[config.mk]
export PLATFORM = sky130hd
export DESIGN_NAME = second_bit_index_buf_flat
export DESIGN_NICKNAME = d
export VERILOG_FILES = /design/src/rtl/second_bit_index_buf_if.sv /design/src/rtl/second_bit_index_buf.sv /design/src/flat_wrapper.sv
export SDC_FILE = /design/constraint.sdc
export NUM_CORES = 1
export LEC_CHECK = 0
export ABC_AREA = 1
export CAP_MARGIN = 0
export CORE_MARGIN = 10
export CORE_UTILIZATION = 46
export DETAILED_ROUTE_END_ITERATION = 8
export PLACE_DENSITY = 0.78
export RECOVER_POWER = 25
export SLEW_MARGIN = 5
export SYNTH_ARGS = -nofsm -noshare
export SYNTH_HDL_FRONTEND = slang
export SYNTH_SLANG_ARGS = --single-unit
[constraint.sdc]
create_clock -name clk_i -period 1.8 [get_ports clk_i]
set_input_delay 0.36 -clock clk_i [delete_from_list [all_inputs] [get_ports clk_i]]
set_output_delay 0.36 -clock clk_i [all_outputs]
set_load 0.05 [all_outputs]
[src/rtl/second_bit_index_buf_if.sv]
// Handshake bundle for second_bit_index_buf: upstream one-hot vector in, encoded head entry out.
// slave = the buffer itself, master = the environment driving and consuming it.
interface second_bit_index_buf_if #(
  parameter int WIDTH = 12
);
  localparam int IDXW = $clog2(WIDTH);

  logic             valid_i;
  logic             ready_o;
  logic [WIDTH-1:0] onehot_i;
  logic             valid_o;
  logic             ready_i;
  logic [IDXW-1:0]  idx_o;
  logic             none_o;
  logic             err_o;

  modport slave (
    input  valid_i, onehot_i, ready_i,
    output ready_o, valid_o, idx_o, none_o, err_o
  );

  modport master (
    output valid_i, onehot_i, ready_i,
    input  ready_o, valid_o, idx_o, none_o, err_o
  );
endinterface

[src/rtl/second_bit_index_buf.sv]
// Two-entry FIFO that encodes each pushed one-hot vector into {index, none, err} at push time.
// Define SECOND_BIT_IDX_ONEHOT_CHECK_EN to build the multi-hot detector; otherwise err_o is tied low.
module second_bit_index_buf #(
  parameter int WIDTH = 12
) (
  input  logic                  clk_i,
  input  logic                  rst_ni,
  second_bit_index_buf_if.slave bus
);
  localparam int IDXW = $clog2(WIDTH);

  typedef struct packed {
    logic [IDXW-1:0] idx;
    logic            none;
    logic            err;
  } entry_t;

  typedef enum logic [1:0] {
    EMPTY = 2'd0,
    ONE   = 2'd1,
    FULL  = 2'd2
  } state_e;

  state_e          state_q, state_d;
  entry_t          head_q, head_d;
  entry_t          tail_q, tail_d;
  entry_t          enc;
  logic [IDXW-1:0] low_idx;
  logic            multi_hot;
  logic            push;
  logic            pop;

  // Scan from the top so the last hit, i.e. the lowest set bit, wins.
  always_comb begin
    low_idx = '0;
    for (int i = WIDTH - 1; i >= 0; i--) begin
      if (bus.onehot_i[i]) begin
        low_idx = IDXW'(i);
      end
    end
  end

`ifdef SECOND_BIT_IDX_ONEHOT_CHECK_EN
  assign multi_hot = |(bus.onehot_i & (bus.onehot_i - WIDTH'(1)));
`else
  assign multi_hot = 1'b0;
`endif

  assign enc.idx  = low_idx;
  assign enc.none = ~|bus.onehot_i;
  assign enc.err  = multi_hot;

  // Handshake flags come from registered state only, so ready_o never depends on ready_i.
  assign bus.ready_o = (state_q != FULL);
  assign bus.valid_o = (state_q != EMPTY);
  assign push        = bus.valid_i && bus.ready_o;
  assign pop         = bus.valid_o && bus.ready_i;

  always_comb begin
    state_d = state_q;
    head_d  = head_q;
    tail_d  = tail_q;
    case (state_q)
      EMPTY: begin
        if (push) begin
          head_d  = enc;
          state_d = ONE;
        end
      end
      ONE: begin
        if (push && pop) begin
          head_d = enc;
        end else if (push) begin
          tail_d  = enc;
          state_d = FULL;
        end else if (pop) begin
          state_d = EMPTY;
        end
      end
      FULL: begin
        if (pop) begin
          head_d  = tail_q;
          state_d = ONE;
        end
      end
      default: begin
        state_d = EMPTY;
      end
    endcase
  end

  always_ff @(posedge clk_i or negedge rst_ni) begin
    if (!rst_ni) begin
      state_q <= EMPTY;
      head_q  <= '0;
      tail_q  <= '0;
    end else begin
      state_q <= state_d;
      head_q  <= head_d;
      tail_q  <= tail_d;
    end
  end

  // Outputs are masked when empty so stale entries never leak out.
  assign bus.idx_o  = bus.valid_o ? head_q.idx : '0;
  assign bus.none_o = bus.valid_o & head_q.none;
  assign bus.err_o  = bus.valid_o & head_q.err;
endmodule

[src/flat_wrapper.sv]
// flat-port wrapper written by rule: the top's interface ports become plain ports
module second_bit_index_buf_flat 
#(
  parameter int WIDTH = 12
)
  (clk_i, rst_ni, bus_valid_i, bus_onehot_i, bus_ready_i, bus_ready_o, bus_valid_o, bus_idx_o, bus_none_o, bus_err_o);
  second_bit_index_buf_if #(.WIDTH(WIDTH)) bus_i ();
  input  logic clk_i;
  input  logic rst_ni;
  input wire logic [$bits(bus_i.valid_i)-1:0] bus_valid_i;
  input wire logic [$bits(bus_i.onehot_i)-1:0] bus_onehot_i;
  input wire logic [$bits(bus_i.ready_i)-1:0] bus_ready_i;
  output wire logic [$bits(bus_i.ready_o)-1:0] bus_ready_o;
  output wire logic [$bits(bus_i.valid_o)-1:0] bus_valid_o;
  output wire logic [$bits(bus_i.idx_o)-1:0] bus_idx_o;
  output wire logic [$bits(bus_i.none_o)-1:0] bus_none_o;
  output wire logic [$bits(bus_i.err_o)-1:0] bus_err_o;
  assign bus_i.valid_i = bus_valid_i;
  assign bus_i.onehot_i = bus_onehot_i;
  assign bus_i.ready_i = bus_ready_i;
  assign bus_ready_o = bus_i.ready_o;
  assign bus_valid_o = bus_i.valid_o;
  assign bus_idx_o = bus_i.idx_o;
  assign bus_none_o = bus_i.none_o;
  assign bus_err_o = bus_i.err_o;
  second_bit_index_buf #(.WIDTH(WIDTH)) u_core (.clk_i(clk_i), .rst_ni(rst_ni), .bus(bus_i));
endmodule
### After elaboration in Yosys (flattened, before gate mapping)

Index checks and enable logic that the tools add are counted.

| cells by class | value |
|---|---|
| add/subtract/negate cells | 0 |
| shift-type cells | 0 |
| muxes and demuxes | 23 |
| multiply operators | 0 |
| equality and inequality tests | 8 |
| bitwise operators | 3 |
| order comparisons | 0 |
| div/mod/pow operators | 0 |
| reductions and logical operators | 11 |

Operators by type and width:

| operator | count |
|---|---|
| $mux 4 | 13 |
| $mux 6 | 3 |
| $pmux 6 s3 | 1 |
| $reduce_or 12->1 | 1 |
| $mux 2 | 5 |
| $reduce_and 4->1 | 2 |
| $ne 2x1->1 const B | 3 |
| $pmux 2 s3 | 1 |
| $ne 2x2->1 const B | 2 |
| $logic_and 1x1->1 | 3 |
| $ne 3x1->1 const B | 1 |
| $reduce_and 3->1 | 1 |
| $reduce_bool 3->1 | 1 |
| $and 1x1->1 | 2 |
| $eq 2x1->1 const B | 1 |
| $eq 2x2->1 const B | 1 |
| $logic_not 2->1 | 1 |
| $reduce_bool 2->1 | 1 |
| $logic_not 1->1 | 1 |
| $not 1->1 | 1 |

| storage, ports and cells | value |
|---|---|
| RAM bits | 0 |
| bits in read-only memories | 0 |
| memories | 0 |
| output and inout port bits | 8 |
| register bits | 13 |
| bits in latches | 0 |

### Longest topological paths before layout

Gate-level depths: netlist of run 1.

| logic depth | value |
|---|---|
| depth in word-level cells | 14 |
| depth in mapped cells | 15 |
| gate-level depth less buffers | 15 |

### Worst setup path after synthesis of run 1

OpenSTA, ideal clock, no wires.

| path | value |
|---|---|
| path kind | register to output |
| start point | reg u_core.state_q[0] |
| end point | out bus_idx_o[0] |
| stages on the path, launching flop included | 3 |
| slack | 0.309 ns |
| arrival | 1.131 ns |
| cell sequence | dfrtp_1 -> nor2_2 -> nor2_1 |

| on the way | value |
|---|---|
| longest elaborated chain between the ends | 2 |

Ends and longest elaborated chain:

| element | RTL line | text |
|---|---|---|
| from (decl) | second_bit_index_buf.sv:24 | `state_e state_q, state_d;` |
| from (signal assigned) | second_bit_index_buf.sv:98 | `state_q <= state_d;` |
| $reduce_bool 2->1 | second_bit_index_buf.sv:55 | `assign bus.valid_o = (state_q != EMPTY);` |
| $mux 4 | second_bit_index_buf.sv:105 | `assign bus.idx_o = bus.valid_o ? head_q.idx : '0;` |
| to (decl) | flat_wrapper.sv:15 | `output wire logic [$bits(bus_i.idx_o)-1:0] bus_idx_o;` |

No other way between the ends.

### Worst setup path after layout of run 1

Same ends and word-level chain as after synthesis.

==> results.md, run 1 <==
* Outcome: finished clean
* Vias in the first global route at between 700 and 800
* Top FF cell, synth: dfrtp_1
* Critical-path cell list: nor2_2, nor2_1, buf_12
* Core area at 1506 um^2
* Synth warn at 0
* R2R setup slack at 0.47 ns
* Final setup violation count at 0
* Initial antenna violation count at 0
* Design Area, Final at 1037 um^2
* DR vias/cell at 4.897
* Post-route DRC at 0
* Height of the die at 59.82 um
* Worst slew pin tran at ~0.55 ns
* Worst path max stage delay at between 0.4 and 0.5 ns
* Rows at 14
* Setup crit end kind: output pin
* Synth async-reset ratio at 100.0%
* Io pins at 24
* Pwr/cell area at 955.0 nW/um^2
* Worst Hold Class: reg -> reg
* Latest clock arrival within the worst-skew pair at 0.27 ns
* Post-route ant nets at 0
* Post-cts resize count at 0
* Clock transition at path regs at 0.07 ns
* Number of flops mapped to enable cells by yosys at 0
* Max Buffers Root-to-Sink at 2
* Worst R2R End: u_core.head_q[4]
* Clock sink count at 12
* Syn_nets at 122
* Leakage at 0.0005227 uW
* Worst Path Buf+Inv at 1
* Final setup TNS at 0 ns
* CP arrival at 1.25 ns
* R2R cell count at 7
* Post-CTS setup buffer count at 0
* Synth area leader: dfrtp_1
* Pin count of the biggest net entering global routing at 13
* DR vias at 710
* Reg2reg start: u_core.state_q[0]
* TritonCTS Buffers at 3
* Max H-tree Level at 1
* Crit path to: bus_idx_o[0]
* Clock tree from TritonCTS: built
* Slew headroom at 63.17%
* Worst path slowest cell: dfrtp_1
* GRT Total Usage at 10.78%
* Final #Nets at 147
* Top post-synthesis cells by count: nand2_1 (24), inv_1 (20), dfrtp_1 (12), nor2_1 (12), nand3_1 (6)
* IO Port Bufs at 22
* Die area at 3578 um^2
* Gate count of the mapped netlist at 106
* Setup Crit Path Kind: reg -> out
* Largest cells by area after synthesis: dfrtp_1 (41%), nand2_1 (12%), inv_1 (10%), nor2_1 (6.2%), nand3_1 (4.1%)
* Crit-path leading delay family: flip-flops
* Share of cells above drive strength 1 at 15.50%
* Sequential share of the synthesized area at 41.17%
* Crit path from: u_core.state_q[0]
* Multi-input gate area at approximately 320 um^2
* Cell Area, Synth at between 700 and 800 um^2
* Area occupied by registers at 300.3 um^2
* Placer congestion estimate at between 0.7 and 0.8
* Slew Limit Fails at 0
* Crit share post-route at 89.37%
* Die W at 59.82 um
* # diodes at 0
* Wirelength per Cell at 12.17 um
* Max-Cap Viols at 0
* Root buffer cell: clkbuf_4
* WP data required at 1.44 ns
* Worst Skew at 0.004798 ns
* Final WL at 1.765 mm
* First-pass GRT wire length at 3.084 mm
* Crit path time final at 1.609 ns
* 1st-pass router iterations at 4
* Final hold violations at 0
* Syn_area_per_cell at 6.882 um^2
* Layout fillers at between 100 and 150
* Area Overhead vs Synth at 42.19%
* Initial Utilization at just under 50%
* Drt initial violations at 19
* Top-count cell post-synth: nand2_1
* Post-DP Area at 1015 um^2
* Worst VDD drop at 0.6395 mV
* RSZ-0062 raised after global routing: false
* Dpl hpwl at 1.492 mm
* Flops & latches, synth at 12
* F_max at 621.6 MHz
* Crit-path max FO at 6
* Critical path depth in cells at 3
* Share of the synthesized area in the top cell type at 41.17%
* Critical Path Start Type: flop
* Hold Buf Count CTS at 0
* Yosys cell types at 23
* GRT overflow at 0
## area by class of cell
type / count / share of cell area, %
multi-input cells: 68 / 31.24
inverters: 24 / 8.926
well taps: 16 / 1.930
clock buffers: 3 / 2.171
flip-flops and latches: 12 / 28.95
repair buffers: 22 / 26.78
## per-layer routing
metal	global-route usage, %	vias up	part of all wire [%]
met5	0	-	0
met4	4.808	0	1.8
met1	12.44	319	41
li1	-	374	-
met2	18.09	13	52
met3	2.754	4	4.8
## worst min path at each step
stage,startpoint,to,cells after the start
2_1_floorplan,rst_ni,u_core.head_q[1],0
3_3_place_gp,u_core.head_q[2],u_core.head_q[2],2
3_5_place_dp,u_core.head_q[2],u_core.head_q[2],2
4_1_cts,rst_ni,u_core.head_q[4],1
5_1_grt,u_core.head_q[2],u_core.head_q[2],2
6_report,u_core.head_q[2],u_core.head_q[2],2
## worst min-delay path, delay by kind of cell (launching register included)
kind             cells  cell delay (ns)
DFF                  1             0.34
and+or+nand+nor      2             0.10
## metrics by stage
stage          util [%]  setup slack, ns  power [uW]  instances  hold WS (ns)
6_report          68.85           0.1913       990.6        145        0.4814
5_1_grt           68.85           0.1192        1051        145        0.5200
4_1_cts           68.85           0.1850       994.6        145        0.4596
3_5_place_dp      67.36          0.07577       829.5        142        0.4685
3_3_place_gp      67.36           0.1109       815.5        142        0.4666
2_1_floorplan         -           0.3094       637.4        106       0.06441
## cells by family (layout without fill, tap and decap cells)
| logic type | count (synthesis) | in the layout | share of synthesized area, % |
|---|---|---|---|
| buffers and inverters | 26 | 49 | 14.41 |
| DFF | 12 | 12 | 41.17 |
| AOI/OAI and AO/OA | 19 | 19 | 15.09 |
| and+or+nand+nor | 48 | 48 | 28.82 |
| other | 1 | 1 | 0.5141 |
## flip-flops by register name, summed over array words and instances, names as in the netlist
signal,count
u_core.state_q,2
u_core.head_q,5
u_core.tail_q,5
## power breakdown
part           switching [uW]  internal (uW)  total, uW
registers                33.4            332        366
logic                     273            184        457
clock network            90.7           77.4        168
## cells in the final DEF, fill, tap and decap left out
| cell | netlist | final |
|---|---|---|
| nand2_1 | 24 | 24 |
| inv_1 | 20 | 20 |
| clkdlybuf4s50_1 | 0 | 14 |
| nor2_1 | 12 | 12 |
| dfrtp_1 | 12 | 12 |
| nand3_1 | 6 | 6 |
| buf_12 | 0 | 6 |
| o21ai_0 | 5 | 5 |
| o21ai_1 | 4 | 4 |
| a21oi_1 | 4 | 4 |
| inv_2 | 3 | 3 |
| clkbuf_4 | 0 | 3 |
| o21ai_2 | 2 | 2 |
| o22ai_1 | 2 | 2 |
| nor2_2 | 1 | 1 |
| nor2_4 | 1 | 1 |
| or2_1 | 1 | 1 |
| nand2_2 | 1 | 1 |
| o31ai_1 | 1 | 1 |
| inv_4 | 1 | 1 |
| nor3_2 | 1 | 1 |
| o211ai_1 | 1 | 1 |
| nor3_1 | 1 | 1 |
| conb_1 | 1 | 1 |
| dlygate4sd3_1 | 0 | 1 |
| buf_4 | 1 | 1 |
(Power assumes the default switching activity.)
==> run 2: changes to the inputs <==
--- a/config.mk
+++ b/config.mk
@@ -18 +18,2 @@
 export SYNTH_SLANG_ARGS = --single-unit
+export TNS_END_PERCENT = 100
==> constraint.sdc (replaced) <==
create_clock -name clk_i -period 2.06 [get_ports clk_i]
set_input_delay 0.412 -clock clk_i [delete_from_list [all_inputs] [get_ports clk_i]]
set_output_delay 0.412 -clock clk_i [all_outputs]
set_load 0.01 [all_outputs]
==> results.md, run 2 (synthesized netlist as in run 1, its figures left out) <==
* Outcome: finished clean (unchanged)
* CP arrival at 1.54 ns (was 1.25 ns)
* Post-route ant nets at 0 (unchanged)
* RSZ-0062 raised after global routing: false (unchanged)
* Slew Limit Fails at 0 (unchanged)
* Die area at 3578 um^2 (unchanged)
* GRT Total Usage at 10.58% (was 10.78%)
* Clock tree from TritonCTS: built (unchanged)
* Critical Path Start Type: flop (unchanged)
* Final WS setup at 0.1080 ns (was 0.1913 ns)
* GRT overflow at 0 (unchanged)
* Drt initial violations at 17 (was 19)
* Worst R2R End: u_core.head_q[4] (unchanged)
* Slew headroom at 63.24% (was 63.17%)
* Initial Utilization at 48.42% (unchanged)
* Hold Buf Count CTS at 0 (unchanged)
* 1st-pass router iterations at 4 (unchanged)
* Worst VDD drop at 0.6054 mV (was 0.6395 mV)
* Clock transition at path regs at 0.08 ns (was 0.07 ns)
* Setup Crit Path Kind: reg -> out (unchanged)
* Post-CTS setup buffer count at 0 (unchanged)
* Setup slack at placement at 0.2626 ns (was 0.07577 ns)
* Final hold violations at 0 (unchanged)
* Core area at 1506 um^2 (unchanged)
* Die W at 59.82 um (unchanged)
* Max H-tree Level at 1 (unchanged)
* Crit share post-route at 94.76%
* Pin count of the biggest net entering global routing at 13 (unchanged)
* Placed Cells at 142 (unchanged)
* Reg2reg start: u_core.state_q[0] (unchanged)
* Area Overhead vs Synth at 36.54% (was 42.19%)
* Non-filler cells, final at 146 (was 145)
* Worst Skew at 0.001149 ns (was 0.004798 ns)
* TritonCTS Buffers at 3 (unchanged)
* Post-route DRC at 0 (unchanged)
* Worst path max stage delay at 0.48 ns (was 0.44 ns)
* Critical-path cell list: nor2_2, inv_2, clkdlybuf4s50_1 (was nor2_2, nor2_1, buf_12)
* Height of the die at 59.82 um (unchanged)
* R2R setup slack at 0.71 ns (was 0.47 ns)
* Final setup TNS at 0 ns (unchanged)
* Final #Nets at 147 (unchanged)
* Final WL at 1.796 mm (was 1.765 mm)
* Vias in the first global route at 704 (was 725)
* Final setup violation count at 0 (unchanged)
* Crit-path leading delay family: buffers and inverters (was flip-flops)
* Worst slew pin tran at 0.5495 ns (was 0.5507 ns)
* Most common cell after layout, fill and taps aside: nand2_1 (unchanged)
* Setup crit end kind: output pin (unchanged)
* # diodes at 0 (unchanged)
* Root buffer cell: clkbuf_4 (unchanged)
* Latest clock arrival within the worst-skew pair at 0.27 ns (about the same)
* Rows at 14 (unchanged)
* Utilization after layout at 66.11% (was 68.85%)
* Leading registers by flop count: u_core.head_q: 5 flops, u_core.tail_q: 5 flops, u_core.state_q: 2 flops (unchanged)
* Critical path depth in cells at 3 (unchanged)
* Io pins at 24 (unchanged)
* Most frequent cells in the layout: nand2_1 (24), inv_1 (20), clkdlybuf4s50_1 (20), nor2_1 (12), dfrtp_1 (12) (was nand2_1 (24), inv_1 (20), clkdlybuf4s50_1 (14), nor2_1 (12), dfrtp_1 (12))
* Worst path slowest cell: clkdlybuf4s50_1 (was dfrtp_1)
* Pwr/cell area at 785.2 nW/um^2 (was 955.0 nW/um^2)
* Crit path to: bus_valid_o (was bus_idx_o[0])
* Max Buffers Root-to-Sink at 2 (unchanged)
* Initial antenna violation count at 0 (unchanged)
* Share of cells above drive strength 1 at 10.77% (was 15.50%)
* F_max at roughly 510 MHz
* WP data required at 1.65 ns (was 1.44 ns)
* Crit-path max FO at 6 (unchanged)
* First-pass GRT wire length at 2.973 mm (was 3.084 mm)
* R2R cell count at 7 (unchanged)
* Placer congestion estimate at 0.7358 (was 0.7627)
* Worst Path Buf+Inv at 2 (was 1)
* Wirelength per Cell at 12.30 um (was 12.17 um)
* Max-Cap Viols at 0 (unchanged)
* Crit path time final at slightly below 2 ns
* Clock sink count at 12 (unchanged)
* Leakage at 0.0004996 uW (was 0.0005227 uW)
* Worst Hold Class: reg -> reg (unchanged)
* DR vias at 728 (was 710)
* Dpl hpwl at 1.486 mm (was 1.492 mm)
* Crit path from: u_core.state_q[0] (unchanged)
* DR vias/cell at 4.986 (was 4.897)
* IO Port Bufs at 22 (unchanged)
==> run 2: cell count changes in the layout (fill, tap and decap cells not counted), sizes merged <==
cell           delta
buf               -7
clkbuf            +1
clkdlybuf4s50     +6
dlymetal6s2s      +1
==> run 2: worst min-delay path by stage <==
stage               slack (ns)               end  cells past startpoint              from
global placement          0.47  u_core.head_q[2]                      2  u_core.head_q[2]
global route              0.51  u_core.head_q[2]                      2  u_core.head_q[2]
CTS                       0.49  u_core.head_q[2]                      2  u_core.head_q[2]
floorplan                 0.12  u_core.head_q[1]                      0            rst_ni
finish                    0.48  u_core.head_q[2]                      2  u_core.head_q[2]
detailed placement        0.47  u_core.head_q[2]                      2  u_core.head_q[2]
==> run 2: worst register-to-register path, cell delays in order (launching register included) <==
cell     delay (ns)
dfrtp_1        0.45
nor2_2         0.26
inv_2          0.07
nand2_2        0.08
o21ai_2        0.11
inv_4          0.11
o21ai_1        0.07
o22ai_1        0.11
==> run 2: through the flow <==
| step | power, uW | hold WS, ns | instance area, um^2 |
|---|---|---|---|
| finish | 782.1 | 0.4798 | 996.0 |
| global route | 840.0 | 0.5096 | 996.0 |
| CTS | 789.1 | 0.4864 | 993.5 |
| detailed placement | 598.3 | 0.4655 | 957.2 |
| global placement | 585.3 | 0.4655 | 957.2 |
| floorplan | 477.8 | 0.1164 | 729.5 |
==> run 2: report_power, final <==
group / internal, uW / switching [uW]
Sequential: 290 / 30.6
Clock: 107 / 82.9
Combinational: 123 / 147
==> run 2: timing repair <==
| action | 4_1_cts | 5_1_grt |
|---|---|---|
| endpoints found under the hold margin | 0 | 0 |
| gates resized for setup | 0 | 1 |
| setup endpoints to repair | 0 | 1 |
==> run 2: final cells by class <==
class                   count  area (um^2)
inverters                  24        92.59
clock buffers               4        36.28
repair buffers             22        222.7
multi-input cells          68        324.1
well taps                  16        20.02
flip-flops and latches     12        300.3
fillers                   144        510.5
==> run 2: layer usage <==
| layer | wire length [um] | track usage (%) |
|---|---|---|
| met1 | 717 | 10.88 |
| met2 | 917 | 18.09 |
| met3 | 111 | 4.449 |
| met4 | 48 | 4.808 |
| met5 | 0 | 0 |
==> run 3: changes to the inputs <==
CTS_CLUSTER_SIZE = 25   (was not set)
==> results of run 3 <==
Same layout as run 2: the final DEF is identical, and so are final timing and power.
